## src/rtl/datapath_control_sequencer_if.sv

```systemverilog
// Control/status bundle between the hardwired sequencer and the DataPath.
// The sequencer (master) drives every strobe; the DataPath (slave) returns IR and the condition flag.
interface datapath_control_sequencer_if;
  logic [31:0] ir;
  logic        ConOut;

  logic HiIn, LoIn, ZIn, PCIn, MDRIn, MARIn, YIn, OPortIn, IRIn;
  logic HiOut, LoOut, ZHiOut, ZLoOut, PCOut, MDROut, IPortOut, COut;
  logic Gra, Grb, Grc, RIn, ROut, BAOut;
  logic memread, memwrite;
  logic [4:0] ALUCode;

  modport master (
    input  ir, ConOut,
    output HiIn, LoIn, ZIn, PCIn, MDRIn, MARIn, YIn, OPortIn, IRIn,
    output HiOut, LoOut, ZHiOut, ZLoOut, PCOut, MDROut, IPortOut, COut,
    output Gra, Grb, Grc, RIn, ROut, BAOut,
    output memread, memwrite, ALUCode
  );

  modport slave (
    output ir, ConOut,
    input  HiIn, LoIn, ZIn, PCIn, MDRIn, MARIn, YIn, OPortIn, IRIn,
    input  HiOut, LoOut, ZHiOut, ZLoOut, PCOut, MDROut, IPortOut, COut,
    input  Gra, Grb, Grc, RIn, ROut, BAOut,
    input  memread, memwrite, ALUCode
  );
endinterface

```

## src/rtl/datapath_control_sequencer.sv

```systemverilog
// Hardwired micro-step sequencer: fetch T0-T2, decode IR[31:27] in T3, execute up to T7.
// Strobes are a pure decode of the registered state and the registered/held IR opcode.
module datapath_control_sequencer #(
  parameter logic [4:0] PC_INC_CODE = 5'b11111,
  parameter logic [4:0] ADD_CODE    = 5'b00011,
  parameter int         CNT_W       = 16
) (
  input  logic                         clock,
  input  logic                         clear,
  datapath_control_sequencer_if.master bus,
  output logic                         run,
  output logic                         illegal,
  output logic [CNT_W-1:0]             instr_count
);

  typedef enum logic [3:0] {
    S_RST, S_T0, S_T1, S_T2, S_T3, S_T4, S_T5, S_T6, S_T7, S_HALT
  } state_t;

  localparam logic [4:0] OP_LD   = 5'b00000;
  localparam logic [4:0] OP_ST   = 5'b00010;
  localparam logic [4:0] OP_ADD  = 5'b00011;
  localparam logic [4:0] OP_SUB  = 5'b00100;
  localparam logic [4:0] OP_AND  = 5'b00101;
  localparam logic [4:0] OP_OR   = 5'b00110;
  localparam logic [4:0] OP_ADDI = 5'b01100;
  localparam logic [4:0] OP_MUL  = 5'b01111;
  localparam logic [4:0] OP_DIV  = 5'b10000;
  localparam logic [4:0] OP_IN   = 5'b10110;
  localparam logic [4:0] OP_OUT  = 5'b10111;
  localparam logic [4:0] OP_MFHI = 5'b11000;
  localparam logic [4:0] OP_MFLO = 5'b11001;
  localparam logic [4:0] OP_NOP  = 5'b11010;
  localparam logic [4:0] OP_HALT = 5'b11011;

  state_t           state_q, state_d;
  logic [4:0]       op_q;
  logic             illegal_q;
  logic [CNT_W-1:0] count_q;

  logic [4:0] cur_op;
  logic       is_alu, is_addi, is_muldiv, is_ld, is_st, is_halt, is_short, known;
  logic       retire;

  // IR is already stable during T3; later steps use the copy taken on the T3 edge.
  always_comb begin
    cur_op    = (state_q == S_T3) ? bus.ir[31:27] : op_q;
    is_alu    = (cur_op == OP_ADD) || (cur_op == OP_SUB) ||
                (cur_op == OP_AND) || (cur_op == OP_OR);
    is_addi   = (cur_op == OP_ADDI);
    is_muldiv = (cur_op == OP_MUL) || (cur_op == OP_DIV);
    is_ld     = (cur_op == OP_LD);
    is_st     = (cur_op == OP_ST);
    is_halt   = (cur_op == OP_HALT);
    is_short  = (cur_op == OP_MFHI) || (cur_op == OP_MFLO) || (cur_op == OP_IN) ||
                (cur_op == OP_OUT)  || (cur_op == OP_NOP);
    known     = is_alu || is_addi || is_muldiv || is_ld || is_st || is_halt || is_short;
  end

  always_comb begin
    state_d = state_q;
    retire  = 1'b0;
    case (state_q)
      S_RST:  state_d = S_T0;
      S_T0:   state_d = S_T1;
      S_T1:   state_d = S_T2;
      S_T2:   state_d = S_T3;
      S_T3: begin
        if (is_halt) begin
          state_d = S_HALT;
          retire  = 1'b1;
        end else if (is_alu || is_addi || is_muldiv || is_ld || is_st) begin
          state_d = S_T4;
        end else begin
          state_d = S_T0;
          retire  = 1'b1;
        end
      end
      S_T4:   state_d = S_T5;
      S_T5: begin
        if (is_alu || is_addi) begin
          state_d = S_T0;
          retire  = 1'b1;
        end else begin
          state_d = S_T6;
        end
      end
      S_T6: begin
        if (is_muldiv) begin
          state_d = S_T0;
          retire  = 1'b1;
        end else begin
          state_d = S_T7;
        end
      end
      S_T7: begin
        state_d = S_T0;
        retire  = 1'b1;
      end
      S_HALT: state_d = S_HALT;
      default: state_d = S_RST;
    endcase
  end

  always_ff @(posedge clock) begin
    if (clear) begin
      state_q   <= S_RST;
      op_q      <= '0;
      illegal_q <= 1'b0;
      count_q   <= '0;
    end else begin
      state_q <= state_d;
      if (state_q == S_T3) begin
        op_q <= bus.ir[31:27];
        if (!known) illegal_q <= 1'b1;
      end
      if (retire) count_q <= count_q + 1'b1;
    end
  end

  logic hi_in, lo_in, z_in, pc_in, mdr_in, mar_in, y_in, oport_in, ir_in;
  logic hi_out, lo_out, zhi_out, zlo_out, pc_out, mdr_out, iport_out, c_out;
  logic gra, grb, grc, r_in, r_out, ba_out, mem_rd, mem_wr;
  logic [4:0] alu_code;

  always_comb begin
    {hi_in, lo_in, z_in, pc_in, mdr_in, mar_in, y_in, oport_in, ir_in} = '0;
    {hi_out, lo_out, zhi_out, zlo_out, pc_out, mdr_out, iport_out, c_out} = '0;
    {gra, grb, grc, r_in, r_out, ba_out, mem_rd, mem_wr} = '0;
    alu_code = '0;
    case (state_q)
      S_T0: begin
        pc_out = 1'b1; mar_in = 1'b1; z_in = 1'b1; alu_code = PC_INC_CODE;
      end
      S_T1: begin
        zlo_out = 1'b1; pc_in = 1'b1; mem_rd = 1'b1; mdr_in = 1'b1;
      end
      S_T2: begin
        mdr_out = 1'b1; ir_in = 1'b1;
      end
      S_T3: begin
        if (cur_op == OP_MFHI) begin
          gra = 1'b1; r_in = 1'b1; hi_out = 1'b1;
        end else if (cur_op == OP_MFLO) begin
          gra = 1'b1; r_in = 1'b1; lo_out = 1'b1;
        end else if (cur_op == OP_IN) begin
          iport_out = 1'b1; gra = 1'b1; r_in = 1'b1;
        end else if (cur_op == OP_OUT) begin
          gra = 1'b1; r_out = 1'b1; oport_in = 1'b1;
        end else if (is_alu || is_addi) begin
          grb = 1'b1; r_out = 1'b1; y_in = 1'b1;
        end else if (is_muldiv) begin
          gra = 1'b1; r_out = 1'b1; y_in = 1'b1;
        end else if (is_ld || is_st) begin
          grb = 1'b1; ba_out = 1'b1; y_in = 1'b1;
        end
      end
      S_T4: begin
        z_in = 1'b1;
        if (is_alu) begin
          grc = 1'b1; r_out = 1'b1; alu_code = cur_op;
        end else if (is_muldiv) begin
          grb = 1'b1; r_out = 1'b1; alu_code = cur_op;
        end else begin
          c_out = 1'b1; alu_code = ADD_CODE;
        end
      end
      S_T5: begin
        zlo_out = 1'b1;
        if (is_muldiv)         lo_in  = 1'b1;
        else if (is_ld || is_st) mar_in = 1'b1;
        else begin
          gra = 1'b1; r_in = 1'b1;
        end
      end
      S_T6: begin
        if (is_muldiv) begin
          zhi_out = 1'b1; hi_in = 1'b1;
        end else if (is_ld) begin
          mem_rd = 1'b1; mdr_in = 1'b1;
        end else begin
          // MDR takes its input from the bus when memread is low.
          gra = 1'b1; r_out = 1'b1; mdr_in = 1'b1;
        end
      end
      S_T7: begin
        if (is_ld) begin
          mdr_out = 1'b1; gra = 1'b1; r_in = 1'b1;
        end else begin
          mem_wr = 1'b1;
        end
      end
      default: ;
    endcase
  end

  assign bus.HiIn     = hi_in;
  assign bus.LoIn     = lo_in;
  assign bus.ZIn      = z_in;
  assign bus.PCIn     = pc_in;
  assign bus.MDRIn    = mdr_in;
  assign bus.MARIn    = mar_in;
  assign bus.YIn      = y_in;
  assign bus.OPortIn  = oport_in;
  assign bus.IRIn     = ir_in;
  assign bus.HiOut    = hi_out;
  assign bus.LoOut    = lo_out;
  assign bus.ZHiOut   = zhi_out;
  assign bus.ZLoOut   = zlo_out;
  assign bus.PCOut    = pc_out;
  assign bus.MDROut   = mdr_out;
  assign bus.IPortOut = iport_out;
  assign bus.COut     = c_out;
  assign bus.Gra      = gra;
  assign bus.Grb      = grb;
  assign bus.Grc      = grc;
  assign bus.RIn      = r_in;
  assign bus.ROut     = r_out;
  assign bus.BAOut    = ba_out;
  assign bus.memread  = mem_rd;
  assign bus.memwrite = mem_wr;
  assign bus.ALUCode  = alu_code;

  assign run         = (state_q != S_RST) && (state_q != S_HALT);
  assign illegal     = illegal_q;
  assign instr_count = count_q;

  // The condition flag and IR operand fields are not consumed by this revision.
  logic unused_inputs;
  assign unused_inputs = ^{bus.ConOut, bus.ir[26:0]};

endmodule

```

## src/flat_wrapper.sv

```systemverilog
// flat-port wrapper written by rule: the top's interface ports become plain ports
module datapath_control_sequencer_flat 
#(
  parameter logic [4:0] PC_INC_CODE = 5'b11111,
  parameter logic [4:0] ADD_CODE    = 5'b00011,
  parameter int         CNT_W       = 16
)
  (clock, clear, run, illegal, instr_count, bus_ir, bus_ConOut, bus_HiIn, bus_LoIn, bus_ZIn, bus_PCIn, bus_MDRIn, bus_MARIn, bus_YIn, bus_OPortIn, bus_IRIn, bus_HiOut, bus_LoOut, bus_ZHiOut, bus_ZLoOut, bus_PCOut, bus_MDROut, bus_IPortOut, bus_COut, bus_Gra, bus_Grb, bus_Grc, bus_RIn, bus_ROut, bus_BAOut, bus_memread, bus_memwrite, bus_ALUCode);
  datapath_control_sequencer_if bus_i ();
  input  logic clock;
  input  logic clear;
  output logic run;
  output logic illegal;
  output logic [CNT_W-1:0] instr_count;
  input wire logic [$bits(bus_i.ir)-1:0] bus_ir;
  input wire logic [$bits(bus_i.ConOut)-1:0] bus_ConOut;
  output wire logic [$bits(bus_i.HiIn)-1:0] bus_HiIn;
  output wire logic [$bits(bus_i.LoIn)-1:0] bus_LoIn;
  output wire logic [$bits(bus_i.ZIn)-1:0] bus_ZIn;
  output wire logic [$bits(bus_i.PCIn)-1:0] bus_PCIn;
  output wire logic [$bits(bus_i.MDRIn)-1:0] bus_MDRIn;
  output wire logic [$bits(bus_i.MARIn)-1:0] bus_MARIn;
  output wire logic [$bits(bus_i.YIn)-1:0] bus_YIn;
  output wire logic [$bits(bus_i.OPortIn)-1:0] bus_OPortIn;
  output wire logic [$bits(bus_i.IRIn)-1:0] bus_IRIn;
  output wire logic [$bits(bus_i.HiOut)-1:0] bus_HiOut;
  output wire logic [$bits(bus_i.LoOut)-1:0] bus_LoOut;
  output wire logic [$bits(bus_i.ZHiOut)-1:0] bus_ZHiOut;
  output wire logic [$bits(bus_i.ZLoOut)-1:0] bus_ZLoOut;
  output wire logic [$bits(bus_i.PCOut)-1:0] bus_PCOut;
  output wire logic [$bits(bus_i.MDROut)-1:0] bus_MDROut;
  output wire logic [$bits(bus_i.IPortOut)-1:0] bus_IPortOut;
  output wire logic [$bits(bus_i.COut)-1:0] bus_COut;
  output wire logic [$bits(bus_i.Gra)-1:0] bus_Gra;
  output wire logic [$bits(bus_i.Grb)-1:0] bus_Grb;
  output wire logic [$bits(bus_i.Grc)-1:0] bus_Grc;
  output wire logic [$bits(bus_i.RIn)-1:0] bus_RIn;
  output wire logic [$bits(bus_i.ROut)-1:0] bus_ROut;
  output wire logic [$bits(bus_i.BAOut)-1:0] bus_BAOut;
  output wire logic [$bits(bus_i.memread)-1:0] bus_memread;
  output wire logic [$bits(bus_i.memwrite)-1:0] bus_memwrite;
  output wire logic [$bits(bus_i.ALUCode)-1:0] bus_ALUCode;
  assign bus_i.ir = bus_ir;
  assign bus_i.ConOut = bus_ConOut;
  assign bus_HiIn = bus_i.HiIn;
  assign bus_LoIn = bus_i.LoIn;
  assign bus_ZIn = bus_i.ZIn;
  assign bus_PCIn = bus_i.PCIn;
  assign bus_MDRIn = bus_i.MDRIn;
  assign bus_MARIn = bus_i.MARIn;
  assign bus_YIn = bus_i.YIn;
  assign bus_OPortIn = bus_i.OPortIn;
  assign bus_IRIn = bus_i.IRIn;
  assign bus_HiOut = bus_i.HiOut;
  assign bus_LoOut = bus_i.LoOut;
  assign bus_ZHiOut = bus_i.ZHiOut;
  assign bus_ZLoOut = bus_i.ZLoOut;
  assign bus_PCOut = bus_i.PCOut;
  assign bus_MDROut = bus_i.MDROut;
  assign bus_IPortOut = bus_i.IPortOut;
  assign bus_COut = bus_i.COut;
  assign bus_Gra = bus_i.Gra;
  assign bus_Grb = bus_i.Grb;
  assign bus_Grc = bus_i.Grc;
  assign bus_RIn = bus_i.RIn;
  assign bus_ROut = bus_i.ROut;
  assign bus_BAOut = bus_i.BAOut;
  assign bus_memread = bus_i.memread;
  assign bus_memwrite = bus_i.memwrite;
  assign bus_ALUCode = bus_i.ALUCode;
  datapath_control_sequencer #(.PC_INC_CODE(PC_INC_CODE), .ADD_CODE(ADD_CODE), .CNT_W(CNT_W)) u_core (.clock(clock), .clear(clear), .bus(bus_i), .run(run), .illegal(illegal), .instr_count(instr_count));
endmodule
```

## config.mk

```make
export PLATFORM = sky130hd
export DESIGN_NAME = datapath_control_sequencer_flat
export DESIGN_NICKNAME = d
export VERILOG_FILES = /design/src/rtl/datapath_control_sequencer_if.sv /design/src/rtl/datapath_control_sequencer.sv /design/src/flat_wrapper.sv
export SDC_FILE = /design/constraint.sdc
export NUM_CORES = 1
export LEC_CHECK = 0
export ABC_AREA = 1
export CELL_PAD_IN_SITES_DETAIL_PLACEMENT = 1
export CELL_PAD_IN_SITES_GLOBAL_PLACEMENT = 2
export CORE_ASPECT_RATIO = 0.6
export CORE_MARGIN = 2
export CORE_UTILIZATION = 33
export DETAILED_ROUTE_END_ITERATION = 10
export DONT_BUFFER_PORTS = 1
export PLACE_DENSITY = 0.83
export SLEW_MARGIN = 20
export SYNTH_ARGS = -nofsm -noshare
export SYNTH_HDL_FRONTEND = slang
export SYNTH_SLANG_ARGS = --single-unit
export TNS_END_PERCENT = 1
```

## constraint.sdc

```tcl
create_clock -name clock -period 2.4 [get_ports clock]
set_input_delay 0.48 -clock clock [delete_from_list [all_inputs] [get_ports clock]]
set_output_delay 0.48 -clock clock [all_outputs]
set_load 0.02 [all_outputs]
```

# Word level (Yosys, flattened, before mapping)
# Cells that the tools add are included.
[totals] output_inout_bits=48 in_bits=35 regBits=26
[classes] bitwise_logic=1 mux=89 eq_ne=24 reduce_logical=23 addsub=1
[ops] operator="1-bit 2-to-1 mux" count=71
[ops] operator="4-bit one-hot mux with 9 select lines" count=1
[ops] operator="5-bit == test (second input constant)" count=7
[ops] operator="16-bit by 1-bit adder with 16-bit output (second input constant)" count=1
[ops] operator="4-bit by 3-bit == test with 1-bit output (second input constant)" count=4
[ops] operator="5-bit by 3-bit == test with 1-bit output (second input constant)" count=3
[ops] operator="1-bit logical OR" count=15
[ops] operator="5-bit 2-to-1 mux" count=3
[ops] operator="5-bit by 2-bit == test with 1-bit output (second input constant)" count=2
[ops] operator="5-bit by 4-bit == test with 1-bit output (second input constant)" count=2
[ops] operator="1-bit one-hot mux with 2 select lines" count=5
[ops] operator="5-bit one-hot mux with 2 select lines" count=1
[ops] operator="4-bit by 2-bit == test with 1-bit output (second input constant)" count=2
[ops] operator="4-bit == test (second input constant)" count=2
[ops] operator="4-bit 2-to-1 mux" count=2
[ops] operator="1-bit one-hot mux with 4 select lines" count=2
[ops] operator="3-bit 2-to-1 mux" count=2
[ops] operator="1-bit one-hot mux with 3 select lines" count=2
[ops] operator="2-bit OR reduction" count=3
[ops] operator="5-bit zero test" count=1
[ops] operator="4-bit by 1-bit == test with 1-bit output (second input constant)" count=1
[ops] operator="4-bit zero test" count=1
[ops] operator="4-bit != test (second input constant)" count=1
[ops] operator="4-bit nonzero test" count=1
[ops] operator="other kinds (3)" count=3

# Depth between registers and ports, before layout
[logic_depth] ltp_word=14 mapped_depth=16 ltp_nobuf=15

# Worst setup path after synthesis
# OpenSTA, ideal clock, no wires.
[synth_path] kind="register to output" startpoint="register u_core.state_q[2]" endpoint="output port bus_ALUCode[2]" t_arrival_ns=1.947 required_time_ns=1.920 path_stages_with_launch=13 n_path_buf=0 setup_slack_ns=-0.027 path_cell_list="dfxtp_1 inv_2 nor2_8 nand2_8 nand2_1 nand2_2 nor2_2 nand3_2 nand2_2 inv_1 nand2_1 nand2_1 o21ai_0"
[synth_between] elab_chain_cells=8
[synth_rtl] element="from (decl)" line="datapath_control_sequencer.sv:36" text="state_t state_q, state_d;"
[synth_rtl] element="from (signal assigned)" line="datapath_control_sequencer.sv:112" text="state_q <= state_d;"
[synth_rtl] element="4-bit by 3-bit == test with 1-bit output" line="datapath_control_sequencer.sv:47" text="cur_op = (state_q == S_T3) ? bus.ir[31:27] : op_q;"
[synth_rtl] element="5-bit 2-to-1 mux"
[synth_rtl] element="5-bit by 2-bit == test with 1-bit output or 5-bit by 3-bit == test with 1-bit output (tied branches)" line="datapath_control_sequencer.sv:48" text="is_alu = (cur_op == OP_ADD) || (cur_op == OP_SUB) ||"
[synth_rtl] element="1-bit logical OR (2 in series)" line="datapath_control_sequencer.sv:48"
[synth_rtl] element="1-bit logical OR" line="datapath_control_sequencer.sv:49" text="(cur_op == OP_AND) || (cur_op == OP_OR);"
[synth_rtl] element="5-bit 2-to-1 mux" line="datapath_control_sequencer.sv:160" text="if (is_alu) begin"
[synth_rtl] element="5-bit one-hot mux with 2 select lines (*)" line="datapath_control_sequencer.sv:131" text="case (state_q)"
[synth_rtl] element="to (decl)" line="flat_wrapper.sv:42" text="output wire logic [$bits(bus_i.ALUCode)-1:0] bus_ALUCode;"
# Mark *: on every way between the ends. The rest lies on a longest branch, timed or not.

# Worst setup path after layout
[layout_path] startpoint="register u_core.state_q[2]" endpoint="output port bus_ROut"
[layout_between] elab_chain_cells=13
[layout_rtl] element="4-bit by 3-bit == test with 1-bit output" line="datapath_control_sequencer.sv:47, datapath_control_sequencer.sv:131"
[layout_rtl] element="5-bit 2-to-1 mux"
[layout_rtl] element="5-bit by 2-bit == test with 1-bit output or 5-bit by 3-bit == test with 1-bit output (tied branches)" line="datapath_control_sequencer.sv:48"
[layout_rtl] element="1-bit logical OR (2 in series)" line="datapath_control_sequencer.sv:48"
[layout_rtl] element="1-bit logical OR" line="datapath_control_sequencer.sv:49"
[layout_rtl] element="1-bit logical OR" line="datapath_control_sequencer.sv:150" text="end else if (is_alu || is_addi) begin"
[layout_rtl] element="1-bit 2-to-1 mux" line="datapath_control_sequencer.sv:150"
[layout_rtl] element="1-bit 2-to-1 mux" line="datapath_control_sequencer.sv:148" text="end else if (cur_op == OP_OUT) begin"
[layout_rtl] element="1-bit 2-to-1 mux" line="datapath_control_sequencer.sv:146" text="end else if (cur_op == OP_IN) begin"
[layout_rtl] element="1-bit 2-to-1 mux" line="datapath_control_sequencer.sv:144" text="end else if (cur_op == OP_MFLO) begin"
[layout_rtl] element="1-bit 2-to-1 mux" line="datapath_control_sequencer.sv:142" text="if (cur_op == OP_MFHI) begin"
[layout_rtl] element="1-bit one-hot mux with 3 select lines (*)" line="datapath_control_sequencer.sv:131"
[layout_rtl] element="to (decl)" line="flat_wrapper.sv:38" text="output wire logic [$bits(bus_i.ROut)-1:0] bus_ROut;"
# Marks and branches as above.

==> results.md <==
* Root buffer cell: clkbuf_8
* First-pass GRT wire length at roughly 13 mm
* DRC Markers at 0
* Synth Area per Inst at 6.99 um^2
* Fmax at about 350 MHz
* Share of cells above drive strength 1 at a little over half
* CP endpoint: bus_ROut
* Critical path class: reg -> out
* Fin crit period at between 2 and 3 ns
* Number of synthesized flops with an enable pin at 0
* H-tree levels at 1
* Synth warn at 0
* CTS Buf Count at 3
* Antenna-violating nets left at 0
* Post-Syn Area at between 2000 and 2500 um^2
* Worst Setup SP: u_core.state_q[2]
* Seq cells post-synth at 26
* N_diodes at 0
* Synth Net Count at 336
* Placed cell areas at ~2600 um^2
* Critical path capture point type: output port
* Drt pass-1 iters at 4
* Synth Area in XOR/XNOR at ~5.8%
* Max-cap check violation count at 0
* Seq pwr share at between 30% and 40%
* Clock Skew at around 0.0045 ns
* Worst setup margin at -0.421 ns
* Synth top area share at 24.8%
* Syn Inst Count at 300
* Leakage at ~1.4 nW
* Met2 usage at a little under two fifths
* Port Buf Inserts at 0
* Switching Share at a little over a third
* GR Util met3 at under 10%
* 1st-iter DRT viols at around 100
* Slew @ Worst Pin at 0.582 ns
* Mux cell area share after synthesis at 0%
* Layout area overhead at 55.3%
* Max-slew headroom at between 60% and 70%
* Net Sw Power at around 0.42 mW
* Antenna violations before repair at 0
* Logic pwr share at between 30% and 40%
* Crit-path max FO at 4
* Largest net degree at the start of global routing at 27
* GRT Resource Usage Total at between 20% and 30%
* Wire per inst at between 15 and 20 um
* Compound-Gate Fraction of Synth Area at between 10% and 20%
* Yosys cell types at 36
* Hold Fails Final Rpt at 0
* Worst r2r path cells at 17
* Top Usage Layer GRT: met2
* Clk pwr share at roughly a quarter
* Worst IR Drop VDD at 0.228 mV
* Clk_lat worst skew at roughly 0.29 ns
* Status: complete, but fails checks
* Worst R2R Start: u_core.state_q[2]
* Total Wirelength at 9.17 mm
* Die Y at between 60 and 70 um
* Full die area at between 7000 and 8000 um^2
* PD cells at about 370 nW/um^2
* Sequential area share after synthesis at 24.8%
* Power Total at around 1.2 mW
* Ys async rst share at 0%
* Most common cell in the netlist: nand2_1
* Routability cong. at roughly 0.84
* Die X at approximately 110 um
* Power Internal at 0.768 mW
* Initial Utilization at 34.2%
* Hpwl dp at 5.90 mm
* Vias in the first global route at around 2.4k
* Reg2reg setup slack at 0 ns
* WP data required at about 1.9 ns
* Main synth FF type: dfxtp_1
* R2r endpoint: u_core.instr_count[12]
* Minimum hold slack at about 0.23 ns
* Final period utilization at 118%
* Design area at 3260 um^2
* Longest Clk Path Bufs at 2
* Synth Area in Adders at less than 1%
* Largest cells by area after synthesis: dfxtp_1 (25%), nand3_1 (6.9%), nand2_2 (6.9%)
* Hold Crit Class: in -> reg
* Num rows at 22
* Violated checks: setup timing
* Synth Area in Simple Gates at a little under half
* Via count at 2445
* Area leader, netlist: dfxtp_1
* Met1 global-route usage at a little over a third
* DR vias/cell at roughly 5.2
* Max Slew Vio Count at 0
* Boundary Pins at 83
* Remaining global-route overflow at 0
* Fin nets at 419
* Num Clock Sinks at 26
* Setup crit start kind: register
* Clock-pin slew on the worst setup and hold paths at 0.10 ns
* CTS tree: yes
* RSZ-0062 raised after global routing: true
* Dpl ws at -0.0667 ns
* Hold path start: clear
* Final setup violation count at 23
* Synth cell count leaders: nand2_1 (38), nor2_1 (36), inv_1 (34)
* Arr. time, crit path at approximately 2.3 ns
* Total core area at 6140 um^2
* Largest family of logic cells by synthesized area: simple AND/OR/NAND/NOR gates
## logic make-up (layout without fill, tap and decap cells)
group | Yosys count | after routing
xor+xnor | 14 | 14
simple gates | 176 | 176
buf+inv | 46 | 128
fa+ha+maj | 1 | 1
compound gates | 37 | 37
flops | 26 | 26
## power by group through the flow
stage	Clock [mW]	Sequential [mW]	Combinational, mW
after floorplan	0	0.456	0.171
after CTS	0.314	0.446	0.371
after global routing	0.341	0.447	0.452
after detailed placement	0	0.456	0.296
final	0.318	0.446	0.426
after global placement	0	0.455	0.285
## cell usage in the layout (no fill, tap or decap), types with 3 or more instances in the layout
cell / count
inv_4: 6
a21oi_1: 6
buf_12: 3
clkbuf_8: 4
o21ai_2: 5
nor4_1: 3
nand3_2: 5
nor2_4: 9
nand2_1: 24
buf_4: 66
nand2_4: 21
nor2_1: 26
nand2_2: 23
nand3b_1: 3
dfxtp_1: 22
a31oi_1: 4
xor2_1: 9
o21ai_1: 5
nand3_1: 25
a21oi_2: 14
nand3_4: 3
nor3_1: 11
nor2_2: 7
buf_6: 17
inv_2: 4
xnor2_1: 5
nand4_1: 4
inv_1: 28
nor3_2: 3
## metrics by stage
stage | utilization (%) | cells | TNS (ns)
CTS | 49.2 | 457 | -2.97
global placement | 43.0 | 439 | -0.0721
floorplan | - | 300 | 0
detailed placement | 43.0 | 439 | -0.284
global route | 53.1 | 466 | -9.02
finish | 53.1 | 466 | -4.95
## state kept, by name, summed over array words and instances (netlist names)
signal / cells
u_core.illegal: 1
u_core.state_q: 4
u_core.op_q: 5
u_core.instr_count: 16
## worst max-delay path, stage by stage, from the launching register on
cell and delay, ns:
dfxtp_4 0.38, inv_4 0.05, nor2_8 0.14, buf_6 0.14, buf_6 0.11, nand3b_1 0.16, nand2_4 0.16, nor2_4 0.06
nand2_2 0.10, nand3_4 0.12, nand2_4 0.11, nor3_2 0.05, o211ai_1 0.26, buf_4 0.20
## area by class of cell
type / instances / area [um^2]
repair buffers: 86 / 747
clock buffers: 4 / 55.1
inverters: 38 / 158
fillers: 771 / 2880
multi-input cells: 228 / 1660
well taps: 84 / 105
flip-flops and latches: 26 / 531
## repair_timing
item | 4_1_cts | 5_1_grt
gates cloned | 0 | 0
setup endpoints to repair | 24 | 41
setup buffers | 14 | 9
endpoints found under the hold margin | 0 | 0
hold buffers | 0 | 0
pin swaps | 18 | 20
gates resized for setup | 66 | 48
## worst min path at each step
stage	endpoint	cells after the start	slack, ns
after global routing	u_core.instr_count[10]	1	0.22
after global placement	u_core.illegal	2	0.54
after CTS	u_core.state_q[0]	1	0.24
final	u_core.instr_count[0]	1	0.23
after floorplan	u_core.illegal	2	0.53
after detailed placement	u_core.illegal	2	0.55
## metal layers
metal,wire (um),up-vias
met5,0,-
met4,212,0
met3,572,21
met2,4130,65
met1,4250,1211
li1,-,1148
(Power assumes the default switching activity.)
